$ cat src/rtl/pipe_credit_ctrl.sv
// Credit-based flow controller for a fixed-latency, non-stallable datapath.
// Tracks in-flight validity and captures results into a first-word-fall-through output FIFO.
module pipe_credit_ctrl #(
    parameter int DW    = 16,
    parameter int L     = 4,
    parameter int DEPTH = 6,
    parameter int CW    = $clog2(DEPTH + 1)
) (
    input  logic          clk,
    input  logic          rst,
    input  logic          in_valid,
    output logic          in_ready,
    output logic          pipe_en,
    input  logic [DW-1:0] pipe_data,
    output logic          out_valid,
    input  logic          out_ready,
    output logic [DW-1:0] out_data,
    output logic [CW-1:0] credits,
    output logic          idle
);

    localparam int PW = (DEPTH > 1) ? $clog2(DEPTH) : 1;

    logic [L-1:0]  r_track;
    logic [DW-1:0] r_mem [DEPTH];
    logic [PW-1:0] r_wptr;
    logic [PW-1:0] r_rptr;
    logic [CW-1:0] r_count;
    logic [CW-1:0] r_credits;

    logic w_issue;
    logic w_pop;
    logic w_capture;
    logic w_empty;
    logic w_full;

    function automatic logic [PW-1:0] ptr_inc(input logic [PW-1:0] p);
        return (p == PW'(DEPTH - 1)) ? '0 : p + PW'(1);
    endfunction

    // in_ready uses only registered state plus rst, so it never loops back through out_ready.
    assign in_ready  = (r_credits != '0) & ~rst;
    assign w_issue   = in_valid & in_ready;
    assign pipe_en   = w_issue;
    assign w_empty   = (r_count == '0);
    assign w_full    = (r_count == CW'(DEPTH));
    assign out_valid = ~w_empty;
    assign w_pop     = out_valid & out_ready;
    assign w_capture = r_track[L-1];
    assign out_data  = w_empty ? '0 : r_mem[r_rptr];
    assign credits   = r_credits;
    assign idle      = (r_track == '0) & w_empty;

    always_ff @(posedge clk) begin
        if (rst) begin
            r_track <= '0;
        end else begin
            r_track[0] <= w_issue;
            for (int i = 1; i < L; i++) begin
                r_track[i] <= r_track[i-1];
            end
        end
    end

    always_ff @(posedge clk) begin
        if (w_capture) begin
            r_mem[r_wptr] <= pipe_data;
        end
    end

    always_ff @(posedge clk) begin
        if (rst) begin
            r_wptr  <= '0;
            r_rptr  <= '0;
            r_count <= '0;
        end else begin
            if (w_capture) begin
                r_wptr <= ptr_inc(r_wptr);
            end
            if (w_pop) begin
                r_rptr <= ptr_inc(r_rptr);
            end
            case ({w_capture, w_pop})
                2'b10:   r_count <= r_count + CW'(1);
                2'b01:   r_count <= r_count - CW'(1);
                default: r_count <= r_count;
            endcase
        end
    end

    always_ff @(posedge clk) begin
        if (rst) begin
            r_credits <= CW'(DEPTH);
        end else begin
            case ({w_issue, w_pop})
                2'b10:   r_credits <= r_credits - CW'(1);
                2'b01:   r_credits <= r_credits + CW'(1);
                default: r_credits <= r_credits;
            endcase
        end
    end

    // A capture into a full FIFO means the credit accounting is broken.
    a_no_overflow: assert property (@(posedge clk) disable iff (rst)
        !(w_capture && w_full && !w_pop))
        else $error("pipe_credit_ctrl: capture into full fifo");

    a_credit_bound: assert property (@(posedge clk) disable iff (rst)
        r_credits <= CW'(DEPTH))
        else $error("pipe_credit_ctrl: credits above depth");

    a_credit_sum: assert property (@(posedge clk) disable iff (rst)
        (int'(r_credits) + int'(r_count) + $countones(r_track)) == DEPTH)
        else $error("pipe_credit_ctrl: credit accounting inconsistent");

endmodule
$ cat config.mk
export PLATFORM = sky130hd
export DESIGN_NAME = pipe_credit_ctrl
export DESIGN_NICKNAME = d
export VERILOG_FILES = /design/src/rtl/pipe_credit_ctrl.sv
export SDC_FILE = /design/constraint.sdc
export NUM_CORES = 1
export LEC_CHECK = 0
export BUFFER_PORTS_ARGS = -buffer_cell sky130_fd_sc_hd__clkbuf_2
export CAP_MARGIN = 30
export CELL_PAD_IN_SITES_DETAIL_PLACEMENT = 1
export CELL_PAD_IN_SITES_GLOBAL_PLACEMENT = 1
export CORE_ASPECT_RATIO = 1.1
export CORE_MARGIN = 5
export CORE_UTILIZATION = 55
export CTS_BUF_LIST = sky130_fd_sc_hd__clkbuf_4
export DETAILED_ROUTE_END_ITERATION = 6
export PLACE_DENSITY = 0.94
export RECOVER_POWER = 50
export SYNTH_ARGS = -nofsm -noshare
export SYNTH_HDL_FRONTEND = slang
export SYNTH_SLANG_ARGS = --single-unit
$ cat constraint.sdc
create_clock -name clk -period 8 [get_ports clk]
set_clock_uncertainty 0.05 [all_clocks]
set_input_delay 1.6 -clock clk [delete_from_list [all_inputs] [get_ports clk]]
set_output_delay 1.6 -clock clk [all_outputs]
set_load 0.03 [all_outputs]
==> results of run 1 <==
==> area by class of cell <==
| cell class | instances | area (um2) | area share (%) |
|---|---|---|---|
| Tap cell | 111 | 139 | 2.67 |
| Timing Repair Buffer | 47 | 243 | 4.66 |
| Clock buffer | 19 | 143 | 2.74 |
| Sequential cell | 115 | 3260 | 62.7 |
| Clock inverter | 13 | 184 | 3.53 |
| Multi-Input combinational cell | 158 | 1210 | 23.2 |
| Inverter | 6 | 22.5 | 0.433 |
==> power groups by stage <==
stage | Clock, uW | Combinational (uW) | Sequential (uW)
after floorplan | 0 | 45.9 | 674
final | 472 | 77.7 | 658
after global routing | 508 | 83.6 | 659
after global placement | 0 | 72.7 | 671
after CTS | 481 | 79.8 | 658
after detailed placement | 0 | 78.6 | 671
==> synthesized netlist by cell type, drive strengths merged, types with 5 or more instances <==
cell	count	share of area (%)
edfxtp	96	63
a211oi	32	6.2
nor2b	32	4.4
dfxtp	19	8.3
nor4	17	3.6
o22ai	16	2.2
buf	14	2.2
nor2	9	0.74
inv	6	0.49
nand2	6	0.49
a21oi	5	0.55
==> per-stage QoR <==
stage | power [uW] | instances
2_1_floorplan | 720 | 295
3_3_place_gp | 743 | 434
3_5_place_dp | 750 | 437
4_1_cts | 1220 | 469
5_1_grt | 1250 | 469
6_report | 1210 | 469
==> critical path, delay by kind of cell <==
| kind | cells | cell delay (ns) |
|---|---|---|
| buf+inv | 2 | 0.67 |
| simple gates | 2 | 0.38 |
==> final timing paths <==
| check | to | slack, ns | cells past startpoint |
|---|---|---|---|
| setup reg to reg | credits[2]$_SDFFE_PP1P_ | 5.47 | 9 |
| hold / removal | r_track[1]$_SDFF_PP0_ | 0.43 | 1 |
| hold reg to reg | r_track[1]$_SDFF_PP0_ | 0.43 | 1 |
| setup / recovery | pipe_en | 3.70 | 4 |
==> registers in the layout, indices dropped and copies added (netlist names), named ones only <==
register / flops
r_count: 3
r_mem: 96
credits: 3
r_wptr: 3
r_rptr: 3
r_track: 4
==> layer usage <==
layer	vias to the layer above	part of all wire, %	wire (um)	global-route usage, %
met5	-	0	0	0
met4	0	2.0	216	9.73
met3	21	4.2	457	6.02
met2	79	56	6120	41.1
met1	1413	37	4050	23.6
li1	1254	-	-	-
==> cell families after synthesis <==
kind of cell    Yosys count
flops                   115
simple gates             90
compound gates           59
buf+inv                  22
xor+xnor                  5
fa+ha+maj                 4
==> cells in the final DEF, fill, tap and decap left out, drive strengths merged, types with 4 or more instances in the layout <==
cell,count
dfxtp,19
buf,4
clkbuf,62
a21oi,5
nand2,6
nor3,4
nor2b,32
edfxtp,96
nor2,9
inv,7
a211oi,32
bufinv,4
clkinv,6
and2,4
o22ai,16
xor2,4
nor4,17
and2b,4
==> impl_results.md, run 1 <==
- Initial antenna violation count: 0
- Ant. Diodes: 0
- Post-Synth XOR/XNOR Area: 0.957%
- Fin area: 5200 um2
- DP HPWL: 7.10 mm
- Largest net degree at the start of global routing: 43
- Post-synthesis mux area share: 0%
- Cells after synthesis: 295
- CTS Root Cell: clkbuf_4
- Run status: finished clean
- Initial Utilization: 55.6%
- Sw frac: 22.8%
- Die span in x: 97.0 um
- Post-DR vias/cell: 5.90
- Hold slack final: 0.425 ns
- Pleak: 0.00167 uW
- Cell area after synthesis: 4570 um2
- PnR worst setup slack: 3.70 ns
- Crit share post-route: 53.7%
- Max_cap viols: 0
- Seq/Total Area, Yosys: 71.3%
- Slew headroom: 26.5%
- Setup violators final: 0
- Post-synthesis compound-gate area fraction: 10.1%
- RSZ-0062 raised after global routing: false
- Core Util, Final: 63.2%
- Residual DRC count: 0
- Area grow syn2layout: 13.8%
- Top FF cell, synth: edfxtp_1
- Type of origin of the critical path: primary input
- Max VDD drop: 153 uV
- Crit Path Max Fanout: 17
- Combinational power share: 6.4%
- Max Freq: 233 MHz
- Internal power: 932 uW
- # IOs: 43
- Setup CP Type: primary input to primary output
- Initial DRC Count: 193
- Gr usage total: 22.2%
- CTS tree: built
- Worst Tran Pin Value: 1.10 ns
- Worst R2R Start: r_count[0]$_SDFFE_PP0P_
- Vias: 2767
- Unique masters post-synth: 41
- Post-Synth Adder-Cell Area: 1.42%
- Post-DR wirelength/cell: 23.1 um
- Place WS: 3.92 ns
- Filler cells: 811
- Synth Register Bits: 115
- Reg clk slew, reported paths: 0.10 ns
- Crit path from: rst
- Die Ht: 106 um
- H-tree depth: 4
- Vias in the first global route: 3088
- Deepest clock path buffer count: 2
- Min-delay src: r_track[0]$_SDFF_PP0_
- Syn Area/Cell: 15.5 um2
- DRT Pass-1 Iters: 4
- Final antenna-violating net count: 0
- Die Area: 10200 um2
- Setup tns final: 0 ns
- Resized cells post-CTS: 0
- Hold-fix buffers, CTS: 0
- CP peak stage delay: 0.50 ns
- Clk sinks: 115
- I/O Buffers: 42
- Synth Area in Simple Gates: 13.4%
- Total routed wirelength: 10.8 mm
- Pwr Density: 232 nW/um2
- Setup bufs post-CTS: 0
- CP cell instances: clkbuf_1 -> nor2_1 -> and2_1 -> clkbuf_2
- Crit path capture type: primary output
- Clk_lat worst skew: 0.49 ns
- Flop pwr share: 54.5%
- Worst endpoint data arrival time: 2.65 ns
- Final Critical Period: 4.30 ns
- Min-Delay Path Class: flop to flop
- Final Hold Viols: 0
- Post-synth EDFFs: 96
- Core Region: 8230 um2
- Net load switching power: 275 uW
- CP max stage cell: clkbuf_1
- CTS Buf Count: 17
- GR Overflow Total: 0
- Main combinational cell family by area after synthesis: simple AND/OR/NAND/NOR gates
- RD Place Congestion: 0.714
- Ys Warns: 0
- First-pass GRT wire length: 16.9 mm
- Layout cells sized above 1: 24.6%
- Fin. max-slew vios: 0
- Critical Path RT: 6.35 ns
- Post-Syn Nets: 319
- Row Count: 35
- FFs w/ async S/R, synth: 0%
- Placed Instance Area: 4930 um2
- Nets@finish: 369
- Clk pwr share: 39.1%
(Power assumes the default switching activity.)
==> run 2, diff against run 1 <==
--- a/config.mk
+++ b/config.mk
@@ -11,10 +11,10 @@
 export CELL_PAD_IN_SITES_GLOBAL_PLACEMENT = 1
 export CORE_ASPECT_RATIO = 1.1
 export CORE_MARGIN = 5
-export CORE_UTILIZATION = 55
+export CORE_UTILIZATION = 51
 export CTS_BUF_LIST = sky130_fd_sc_hd__clkbuf_4
 export DETAILED_ROUTE_END_ITERATION = 6
-export PLACE_DENSITY = 0.94
+export PLACE_DENSITY = 0.89
 export RECOVER_POWER = 50
 export SYNTH_ARGS = -nofsm -noshare
 export SYNTH_HDL_FRONTEND = slang
==> constraint.sdc (replaced) <==
create_clock -name clk -period 4.38 [get_ports clk]
set_clock_uncertainty 0.05 [all_clocks]
set_input_delay 0.876 -clock clk [delete_from_list [all_inputs] [get_ports clk]]
set_output_delay 0.876 -clock clk [all_outputs]
set_load 0.03 [all_outputs]
==> run 2 against run 1 <==
Compared with the run above:
- critical path depth is the same
- design area grew 0.87%
- wire length shrank 5.7%
- setup slack worse by 2.8 ns
- register-to-register slack worse by 3.7 ns
- non-clock buffer count is 3 higher
- count of clock-buffer cells in the layout stayed put
- largest power group unchanged
- hold slack better by 0.0031 ns
- clock power grew 110%
- combinational power is 76% higher
- largest cell class unchanged
==> impl_results.md, run 2 (synthesis gave the netlist of run 1 again) <==
- Initial antenna violation count: 0
- DRT Pass-1 Iters: 4
- Max Freq: 290 MHz
- Largest Register: r_mem
- Pleak: 0.00171 uW
- Final antenna-violating net count: 0
- Run status: finished clean
- Row Count: 36
- CTS tree: built
- I/O Buffers: 42
- Setup tns final: 0 ns
- Final Critical Period: 3.45 ns
- Fin. max-slew vios: 0
- Total chip power: 2350 uW
- Hold-fix buffers, CTS: 0
- Gr usage total: 20.2%
- Resized cells post-CTS: 0
- Area grow syn2layout: 14.8%
- Internal power: 1860 uW
- Die span in x: 100 um
- Worst endpoint data arrival time: 2.52 ns
- First-pass GRT wire length: 16.1 mm
- CP peak stage delay: 0.72 ns
- Register Area: 3260 um2
- Area of the multi-input gates: 1200 um2
- Flop pwr share: 51.2%
- Crit share post-route: 78.7%
- GR Overflow Total: 0
- Crit path capture type: primary output
- Type of origin of the critical path: flop
- Clk pwr share: 43.0%
- Max VDD drop: 337 uV
- Worst Tran Pin Value: 1.14 ns
- Largest regs: r_mem (96), r_track (4)
- Reg clk slew, reported paths: 0.10 ns
- Slew headroom: 24.3%
- Die Ht: 109 um
- Setup violators final: 0
- Clk sinks: 115
- Residual DRC count: 0
- DP HPWL: 6.40 mm
- CP cell instances: or2_1 -> a211oi_1 -> nor4_1 -> clkbuf_2
- Initial DRC Count: 153
- Max_cap viols: 0
- Ant. Diodes: 0
- # IOs: 43
- Place WS: 1.35 ns
- Vias: 2716
- Die Area: 11000 um2
- CTS Buf Count: 17
- Critical Path RT: 3.45 ns
- Min-Delay Path Class: flop to flop
- Crit Path Max Fanout: 16
- CP max stage cell: or2_1
- RD Place Congestion: 0.750
- Commonest non-fill, non-tap cell in the layout: edfxtp_1
- H-tree depth: 4
- Combinational power share: 5.8%
- Initial Utilization: 51.8%
- Sw frac: 20.5%
- Final Hold Viols: 0
- RSZ-0062 raised after global routing: false
- Max reg flops: 96
- Pwr Density: 447 nW/um2
- Filler cells: 886
- CTS Root Cell: clkbuf_4
- Net load switching power: 482 uW
- Total routed wirelength: 10.2 mm
- Commonest cells after routing, fill and taps aside: 96 x edfxtp_1, 32 x nor2b_1, 25 x clkbuf_2
- Clk_lat worst skew: 0.52 ns
- Setup CP Type: flop to primary output
- Nets@finish: 372
- Core Region: 8830 um2
- PnR worst setup slack: 0.932 ns
- Setup bufs post-CTS: 0
- Largest net degree at the start of global routing: 43
- Post-DR wirelength/cell: 21.5 um
- Layout cells sized above 1: 24.9%
- Vias in the first global route: 2997
- Deepest clock path buffer count: 2
- Post-DR vias/cell: 5.72
-- run 2: cell count changes in the layout (fill, tap and decap cells not counted), moves of 2 or more --
cell	change
clkinv_4	-3
clkinv_1	+2
nor3b_2	+2
clkinvlp_4	-2
buf_4	+5
bufinv_16	+3
-- run 2: final cells by class --
cell class                      instances  area share (%)
Tap cell                              114            2.72
Multi-Input combinational cell        158            22.8
Clock inverter                         13            4.50
Timing Repair Buffer                   50            4.67
Inverter                                6           0.429
Sequential cell                       115            62.2
Clock buffer                           19            2.72
-- run 2: critical path: cells and delay by family (launching register included) --
family	cells	cell delay, ns
AOI/OAI and AO/OA	1	0.14
buffers and inverters	1	0.29
DFF	1	0.37
and+or+nand+nor	2	1.20
-- run 2: path summary, 6_finish.rpt --
check | from | endpoint | slack [ns] | depth (start not counted)
worst max register to register | r_count[0]$_SDFFE_PP0P_ | credits[2]$_SDFFE_PP1P_ | 1.78 | 10
worst min register to register | r_track[0]$_SDFF_PP0_ | r_track[1]$_SDFF_PP0_ | 0.43 | 1
worst min-delay path | r_track[0]$_SDFF_PP0_ | r_track[1]$_SDFF_PP0_ | 0.43 | 1
worst max-delay path | flop | out_data[15] | 0.93 | 4
-- run 2: metrics by stage --
step / cells / hold slack (ns) / instance area, um2 / utilization, %
after CTS: 475 / 0.426 / 5290 / 59.9
final: 475 / 0.429 / 5250 / 59.5
after global routing: 475 / 0.447 / 5250 / 59.5
after floorplan: 295 / 0.379 / 4570 / -
after detailed placement: 443 / 0.407 / 4910 / 55.6
after global placement: 443 / 0.394 / 4910 / 55.6
-- run 2: power groups by stage --
stage	clock network [uW]	logic, uW	registers [uW]
after floorplan	0	83.9	1230
after global placement	0	134	1230
after detailed placement	0	140	1230
after CTS	1030	141	1200
after global routing	1090	148	1200
final	1010	137	1200
-- run 2: metal layers --
| metal | share of wire [%] | vias to the layer above | global-route usage [%] |
|---|---|---|---|
| li1 | - | 1253 | - |
| met2 | 55 | 73 | 35.8 |
| met5 | 0 | - | 0 |
| met4 | 2.2 | 0 | 9.24 |
| met1 | 39 | 1368 | 23.2 |
| met3 | 3.6 | 22 | 4.70 |
==> run 3, diff against run 2 <==
==> constraint.sdc (replaced) <==
create_clock -name clk -period 3.2 [get_ports clk]
set_clock_uncertainty 0.05 [all_clocks]
set_input_delay 0.64 -clock clk [delete_from_list [all_inputs] [get_ports clk]]
set_output_delay 0.64 -clock clk [all_outputs]
set_load 0.03 [all_outputs]
==> run 3 against run 2 <==
Compared with the run above:
- wire length grew 1.2%
- via count grew 0.18%
- combinational power grew 44%
- sequential power grew 37%
- critical path type unchanged
- largest power group unchanged
==> impl_results.md, run 3 (synthesis gave the netlist of run 1 again) <==
- Clk sinks: 115
- I/O Buffers: 42
- Worst R2R Start: r_count[0]$_SDFFE_PP0P_
- Final Hold Viols: 0
- Area grow syn2layout: 12.7%
- GR Util met3: 6.85%
- Final Critical Period: 2.91 ns
- Die span in x: 100 um
- Max_cap viols: 0
- Gr usage total: 20.4%
- Deepest clock path buffer count: 2
- Max Freq: 343 MHz
- GR Overflow Total: 0
- Initial antenna violation count: 0
- Worst Tran Pin Value: 1.17 ns
- Post-DR vias/cell: 5.69
- Total routed wirelength: 10.3 mm
- Commonest cells after routing, fill and taps aside: 96 x edfxtp_1, 32 x nor2b_1, 25 x clkbuf_2
- RSZ-0062 raised after global routing: false
- Setup CP Type: flop to primary output
- CTS tree: built
- DRT Pass-1 Iters: 4
- Final antenna-violating net count: 0
- Run status: finished clean
- Layout cells sized above 1: 25.0%
- Dpl cells: 446
- Hold endpoint: r_track[0]$_SDFF_PP0_
- Clk_lat worst skew: 0.50 ns
- Residual DRC count: 0
- Ant. Diodes: 0
- Max reg flops: 96
- Setup violators final: 0
- DP HPWL: 6.73 mm
- Crit Path Max Fanout: 10
- Reg clk slew, reported paths: 0.10 ns
- Initial Utilization: 51.8%
- Filler cells: 881
- Max VDD drop: 297 uV
- Crit path capture type: primary output
- Min-delay src: in_valid
- Crit share post-route: 91.1%
- Register Area: 3270 um2
- Min-Delay Path Class: primary input to flop
- Hold-fix buffers, CTS: 0
- Type of origin of the critical path: flop
- CTS Root Cell: clkbuf_4
- Largest net degree at the start of global routing: 43
- Critical Path RT: 2.51 ns
- Die Ht: 109 um
- Post-DR wirelength/cell: 21.6 um
- Worst endpoint data arrival time: 2.22 ns
- Setup bufs post-CTS: 0
- Global routing usage on met2: 36.8%
- Row Count: 36
- Slew headroom: 22.1%
- Nets@finish: 375
- Initial DRC Count: 104
- Area of the multi-input gates: 1180 um2
- Setup tns final: 0 ns
- Largest regs: r_mem (96), r_track (4)
- Core Region: 8830 um2
- Pleak: 0.00166 uW
- Largest Register: r_mem
- H-tree depth: 4
- Die Area: 11000 um2
- Fin. max-slew vios: 0
- Vias: 2721
- CTS Buf Count: 17
- Routing usage on met1: 22.7%
- Global routing's busiest layer: met2
- Post-Layout Cell Count: 478
- Vias in the first global route: 3020
- Reg2reg path depth: 9
- Hold path cells: 2
- Worst r2r dst: credits[2]$_SDFFE_PP1P_
- # IOs: 43
- Commonest non-fill, non-tap cell in the layout: edfxtp_1
- RD Place Congestion: 0.731
- First-pass GRT wire length: 16.2 mm
- Pwr Density: 543 nW/um2
- R2R setup slack: 0.41 ns
## run 3: area by class of cell
| class | count | area share (%) |
|---|---|---|
| clock buffer | 17 | 2.48 |
| timing repair buffer | 53 | 5.58 |
| clock inverter | 15 | 2.38 |
| inverter | 6 | 0.437 |
| multi-input combinational | 158 | 23.0 |
| sequential | 115 | 63.4 |
| tap | 114 | 2.77 |
## run 3: critical path, stage by stage (launching register included)
cell	delay, ns
dfxtp_1	0.37
nand2b_1	0.35
buf_4	0.26
a211oi_1	0.06
nor4_1	0.39
clkbuf_2	0.28
## run 3: worst max path at each step
stage                                 start                       to  slack [ns]  cells past startpoint
floorplan             r_track[3]$_SDFF_PP0_    r_mem[2][0]$_DFFE_PP_        0.46                      2
global placement    r_count[0]$_SDFFE_PP0P_  credits[2]$_SDFFE_PP1P_        0.41                      9
detailed placement                      rst  credits[2]$_SDFFE_PP1P_        0.41                      9
CTS                                    flop              out_data[7]        0.01                      5
global route                           flop              out_data[9]        0.13                      5
finish                                 flop             out_data[14]        0.29                      5
## run 3: per-stage QoR
stage          setup WS, ns  total power (uW)  instance area [um2]  util [%]  hold slack [ns]
2_1_floorplan         0.464              1800                 4570         -            0.379
3_3_place_gp          0.405              1860                 4920      55.8            0.392
3_5_place_dp          0.406              1880                 4950      56.1            0.411
4_1_cts              0.0122              2830                 5200      58.9            0.298
5_1_grt               0.128              2910                 5150      58.4            0.307
6_report              0.286              2800                 5150      58.4            0.352
## run 3: where the power goes
part | leakage, uW | total, uW | switching (uW) | internal, uW
Combinational | 0.000500 | 197 | 130 | 66.4
Sequential | 0.00102 | 1640 | 13.0 | 1630
Clock | 0.000144 | 960 | 519 | 441
Total | 0.00166 | 2800 | 663 | 2140
## run 3: per-layer routing
metal	part of all wire (%)	up-vias
li1	-	1259
met1	38	1373
met2	56	72
met3	5.2	17
met4	1.2	0
met5	0	-
## run 3: timing repair
action	in CTS	in global routing
endpoints found under the hold margin	0	0
gates resized for setup	1	1
endpoints found under the setup margin	2	1
